## src/rtl/serial_adder.sv

```systemverilog
// Bit-serial adder: one full-adder cell with a registered carry, reused LSB-first over WIDTH cycles.
// A start pulse launches the addition; a done pulse follows, and at that point the sum and carry-out have just been updated.
//
//   state  | meaning
//   IDLE   | waiting for start
//   RUN    | one operand bit pair consumed per clock, busy=1
//   DONE   | one-cycle done pulse; a start here is accepted as in IDLE
module serial_adder #(
   parameter int WIDTH = 8
) (
   input  logic             clk,
   input  logic             rst_n,
   input  logic             start,
   input  logic [WIDTH-1:0] a_in,
   input  logic [WIDTH-1:0] b_in,
   input  logic             cin,
   output logic             busy,
   output logic             done,
   output logic [WIDTH-1:0] sum,
   output logic             cout
);

   localparam int CW = $clog2(WIDTH) + 1;

   typedef enum logic [1:0] {
      S_IDLE = 2'd0,
      S_RUN  = 2'd1,
      S_DONE = 2'd2
   } state_t;

   state_t           r_state;
   state_t           w_state_nxt;

   logic [WIDTH-1:0] r_a_sh;
   logic [WIDTH-1:0] r_b_sh;
   logic [WIDTH-1:0] r_acc;
   logic             r_carry;
   logic [CW-1:0]    r_cnt;
   logic [WIDTH-1:0] r_sum;
   logic             r_cout;

   logic             w_bit;
   logic             w_carry_nxt;
   logic [WIDTH-1:0] w_acc_nxt;
   logic             w_last;
   logic             w_accept;

   assign w_bit       = r_a_sh[0] ^ r_b_sh[0] ^ r_carry;
   assign w_carry_nxt = (r_a_sh[0] & r_b_sh[0]) | (r_carry & (r_a_sh[0] ^ r_b_sh[0]));
   // Shifting the concatenation keeps this valid at WIDTH=1, where acc is just the new bit.
   assign w_acc_nxt   = WIDTH'({w_bit, r_acc} >> 1);
   assign w_last      = (r_cnt == CW'(WIDTH - 1));
   assign w_accept    = start && ((r_state == S_IDLE) || (r_state == S_DONE));

   always_ff @(posedge clk) begin
      if (!rst_n) begin
         r_state <= S_IDLE;
      end else begin
         r_state <= w_state_nxt;
      end
   end

   always_comb begin
      w_state_nxt = r_state;
      case (r_state)
         S_IDLE:  if (start) w_state_nxt = S_RUN;
         S_RUN:   if (w_last) w_state_nxt = S_DONE;
         S_DONE:  w_state_nxt = start ? S_RUN : S_IDLE;
         default: w_state_nxt = S_IDLE;
      endcase
   end

   always_ff @(posedge clk) begin
      if (!rst_n) begin
         r_a_sh  <= '0;
         r_b_sh  <= '0;
         r_acc   <= '0;
         r_carry <= 1'b0;
         r_cnt   <= '0;
         r_sum   <= '0;
         r_cout  <= 1'b0;
      end else if (w_accept) begin
         r_a_sh  <= a_in;
         r_b_sh  <= b_in;
         r_carry <= cin;
         r_cnt   <= '0;
         r_acc   <= '0;
      end else if (r_state == S_RUN) begin
         r_a_sh  <= r_a_sh >> 1;
         r_b_sh  <= r_b_sh >> 1;
         r_carry <= w_carry_nxt;
         r_acc   <= w_acc_nxt;
         r_cnt   <= r_cnt + 1'b1;
         // Results are published only on the last bit, so sum never shows a partial value.
         if (w_last) begin
            r_sum  <= w_acc_nxt;
            r_cout <= w_carry_nxt;
         end
      end
   end

   assign busy = (r_state == S_RUN);
   assign done = (r_state == S_DONE);
   assign sum  = r_sum;
   assign cout = r_cout;

endmodule

```

## config.mk

```make
export PLATFORM = sky130hd
export DESIGN_NAME = serial_adder
export DESIGN_NICKNAME = d
export VERILOG_FILES = /design/src/rtl/serial_adder.sv
export SDC_FILE = /design/constraint.sdc
export NUM_CORES = 1
export LEC_CHECK = 0
export CELL_PAD_IN_SITES_DETAIL_PLACEMENT = 1
export CELL_PAD_IN_SITES_GLOBAL_PLACEMENT = 2
export CORE_MARGIN = 2
export CORE_UTILIZATION = 30
export CTS_BUF_LIST = sky130_fd_sc_hd__clkbuf_4 sky130_fd_sc_hd__clkbuf_8 sky130_fd_sc_hd__clkbuf_16
export DETAILED_ROUTE_END_ITERATION = 12
export HOLD_SLACK_MARGIN = 0.05
export PLACE_DENSITY = 0.85
export SETUP_SLACK_MARGIN = 0.2
export SYNTH_ARGS = -nofsm -noshare
export SYNTH_HDL_FRONTEND = slang
export SYNTH_SLANG_ARGS = --single-unit
```

## constraint.sdc

```tcl
create_clock -name clk -period 1.5 [get_ports clk]
set_input_delay 0.45 -clock clk [delete_from_list [all_inputs] [get_ports clk]]
set_output_delay 0.45 -clock clk [all_outputs]
set_load 0.01 [all_outputs]
```

==> results.toml <==
[run_status]
status = "complete, no violations"

[clocking]
cts_tree = "done"
post_cts_hold_buffer_count = 0
insertion_delay_ps = 290
cts_root_buffer = "clkbuf_8"
path_clk_slew_ps = 80
cts.sinks = 39
clock_tree.htree_level_count = 2
clock_buffers_created_by_tritoncts = 5
clock_tree.buffer_depth = 2

[cells_and_area]
drive_gt1_share_pct = 24.7
areaGrowthSynthToFinish_pct = 43.6
num_antenna_cells = 0
fin_cells = 293
num-fill-cells = 622
nNetsFinal = 244
multi_input_comb_area_sq_um = 754
area.sequential_sq_um = 803

[pwr]
leakage_uw = 0.000839
ir_drop_worst_vdd_mv = 0.461
power_density_nw_per_um2 = 1100

[floorplanning]
initial_core_util_pct = 31.0
fp.dieW_um = 76.4
rows = 26
core_area_sq_um = 5070
top_level_ports = 31
area_of_the_die_sq_um = 5840
die_h_um = 76.4

[logic_synthesis]
netlist_instances = 181
postSynthRegisterBits = 39
post_synth_num_cell_types = 28
ys_seq_area_share_pct = 49.6
mean_post_synth_cell_area_sq_um = 8.69
post_synth_instance_area_sq_um = 1570
synthesis.yosys.warnings = 0
synth_nets = 203

[setup_path]
cp_top_family = "flip-flops"
worst_path_largest_cell_delay_ps = 380
timing.critical_path.required_ps = 1050
timing.critical_path.slowest_stage_cell = "dfxtp_4"
worst_setup_path_end_kind = "primary output"
timing.critical_path.fanout_max = 4
worst-r2r-setup-slack_ps = 260
timing.critical_path.buf_inv = 1
critical_path_arrival_ps = 970
critical_path_cell_by_cell = "and2b_1 -> buf_2"
critical_path.startpoint_type = "register"
crit_type = "register to primary output"

[timing]
worst-slew-pin-transition_ps = 251
fin_crit_ps = 1420
worst_clock_skew_ps = 4.45
timing_hold_violations_final = 0
final-setup-viol-count = 0
slew_viol_final = 0
max_freq_mhz = 704
grt_setup_unrepaired = "yes"
period_share_pct = 94.7
holdWs_ps = 455
rel_slew_slack_pct = 83.3

[routing]
vias = 1437
wl_um = 4410
post-route-drc-count = 0
vias_per_cell = 4.90
drtAntennaViolNets = 0
routed_wire_length_per_instance_um = 15.1
drtPass1Iterations = 4
violation_count_after_the_first_detailed_route_iteration = 89

[place]
finalWeightedCongestion = 0.700
portBuffers = 30
hpwlAfterDp_um = 2590
placed_cells = 279

[global_route]
grt_antenna_before_repair = 0
grt_first_pass_wirelength_um = 6930
grt.total_usage_pct = 15.0
number_of_global_route_vias_before_repair = 1427
globalRoute.totalOverflow = 0
largest_net_degree_at_the_start_of_global_routing = 29

[run]
cap_viol_max_count = 0

[worst_hold_path]
hp_class = "register to register"
-- power breakdown --
group / internal, uW / leakage (uW) / switching, uW
Sequential: 1080 / 0.000325 / 33.4
Clock: 663 / 0.0000644 / 385
Combinational: 169 / 0.000450 / 162
Total: 1910 / 0.000839 / 581
-- routing by layer --
layer	share of wire (%)	global-route usage [%]	up-vias	routed length, um
li1	-	-	700	-
met1	47	18.6	705	2060
met2	50	25.0	28	2200
met3	2.8	3.55	4	122
met4	0.70	6.55	0	31
met5	0	0	-	0
-- synth_stat cells --
cell type / number / area (sq um)
nand3_1: 4 / 20.0
nor2_1: 11 / 41.3
clkbuf_1: 2 / 7.51
dfxtp_1: 39 / 781
a21boi_0: 3 / 22.5
xnor2_1: 1 / 8.76
nand2b_1: 2 / 12.5
clkinv_1: 1 / 3.75
o21ai_0: 5 / 25.0
nand2_1: 47 / 176
nor2_4: 1 / 11.3
nor2b_1: 2 / 12.5
and2b_1: 1 / 7.51
buf_6: 1 / 11.3
and2_1: 1 / 6.26
mux2i_1: 9 / 90.1
nand3b_1: 2 / 15.0
fa_1: 1 / 20.0
a21oi_1: 10 / 50.1
nor3_1: 9 / 45.0
xor2_1: 1 / 8.76
o221ai_1: 9 / 78.8
a21oi_2: 1 / 8.76
a31oi_1: 4 / 25.0
a22oi_1: 2 / 15.0
or3_1: 1 / 6.26
buf_2: 10 / 50.1
ha_1: 1 / 12.5
-- sequential cells by signal, summed over array words and instances (netlist names) --
signal	flops
r_a_sh	8
r_b_sh	8
sum	8
r_acc	7
r_cnt	4
r_state	2
cout	1
r_carry	1
-- worst register-to-register path, stage by stage (launching register included) --
cell and delay [ps]:
dfxtp_2 340, nand2b_4 170, buf_12 160, nor2_4 160
clkbuf_16 180, mux2i_1 170
-- layout make-up --
cell class / count / share of cell area (%)
clock inverter: 3 / 2.99
sequential: 39 / 35.6
multi-input combinational: 128 / 33.4
tap: 70 / 3.88
inverter: 1 / 0.277
timing repair buffer: 47 / 20.8
clock buffer: 5 / 3.05
-- timing repair --
item	CTS	global route
cloned	1	2
pin swaps	1	2
setup buffers	2	1
gates resized for setup	58	19
endpoints found under the setup margin	35	37
-- stage by stage --
step,cell area (sq um),util (%),power (uW),setup TNS [ps],setup WS [ps]
detailed placement,2000,39.4,1420,-3200,-174
CTS,2190,43.2,2490,0,69.3
finish,2260,44.5,2490,0,80.2
global placement,2000,39.4,1420,-2470,-151
floorplan,1570,-,1290,0,233
global route,2260,44.5,2600,0,33.9
-- placed cells by master (no fill, tap or decap), types with 2 or more instances in the layout --
cell type	n
a21boi_1	2
a21oi_1	10
a22oi_1	2
a31oi_1	4
buf_12	4
buf_2	11
buf_4	8
buf_6	3
bufinv_16	2
clkbuf_16	2
clkbuf_8	5
clkdlybuf4s50_1	17
dfxtp_1	27
dfxtp_2	9
dfxtp_4	3
mux2i_1	9
nand2_1	47
nand2b_4	2
nand3_1	4
nand3b_1	2
nor2_1	11
nor3_1	9
o21ai_0	5
o221ai_1	9
-- final timing paths --
kind | end | cells past startpoint | from
worst max-delay path | done | 2 | r_state[0]$_SDFFE_PN0P_
worst min-delay path | sum[0]$_SDFFE_PN0P_ | 2 | sum[0]$_SDFFE_PN0P_
worst max register to register | sum[5]$_SDFFE_PN0P_ | 5 | r_state[1]$_SDFFE_PN0P_
worst min register to register | sum[0]$_SDFFE_PN0P_ | 2 | sum[0]$_SDFFE_PN0P_
-- cells by family after synthesis --
logic type | after synthesis | share of synthesized area [%]
compound gates | 34 | 14.3
fa+ha+maj | 2 | 2.07
xor+xnor | 2 | 1.11
simple gates | 81 | 22.5
flops | 39 | 49.6
buf+inv | 14 | 4.61
mux | 9 | 5.73
Note: power is estimated with default switching activity, not from simulation.
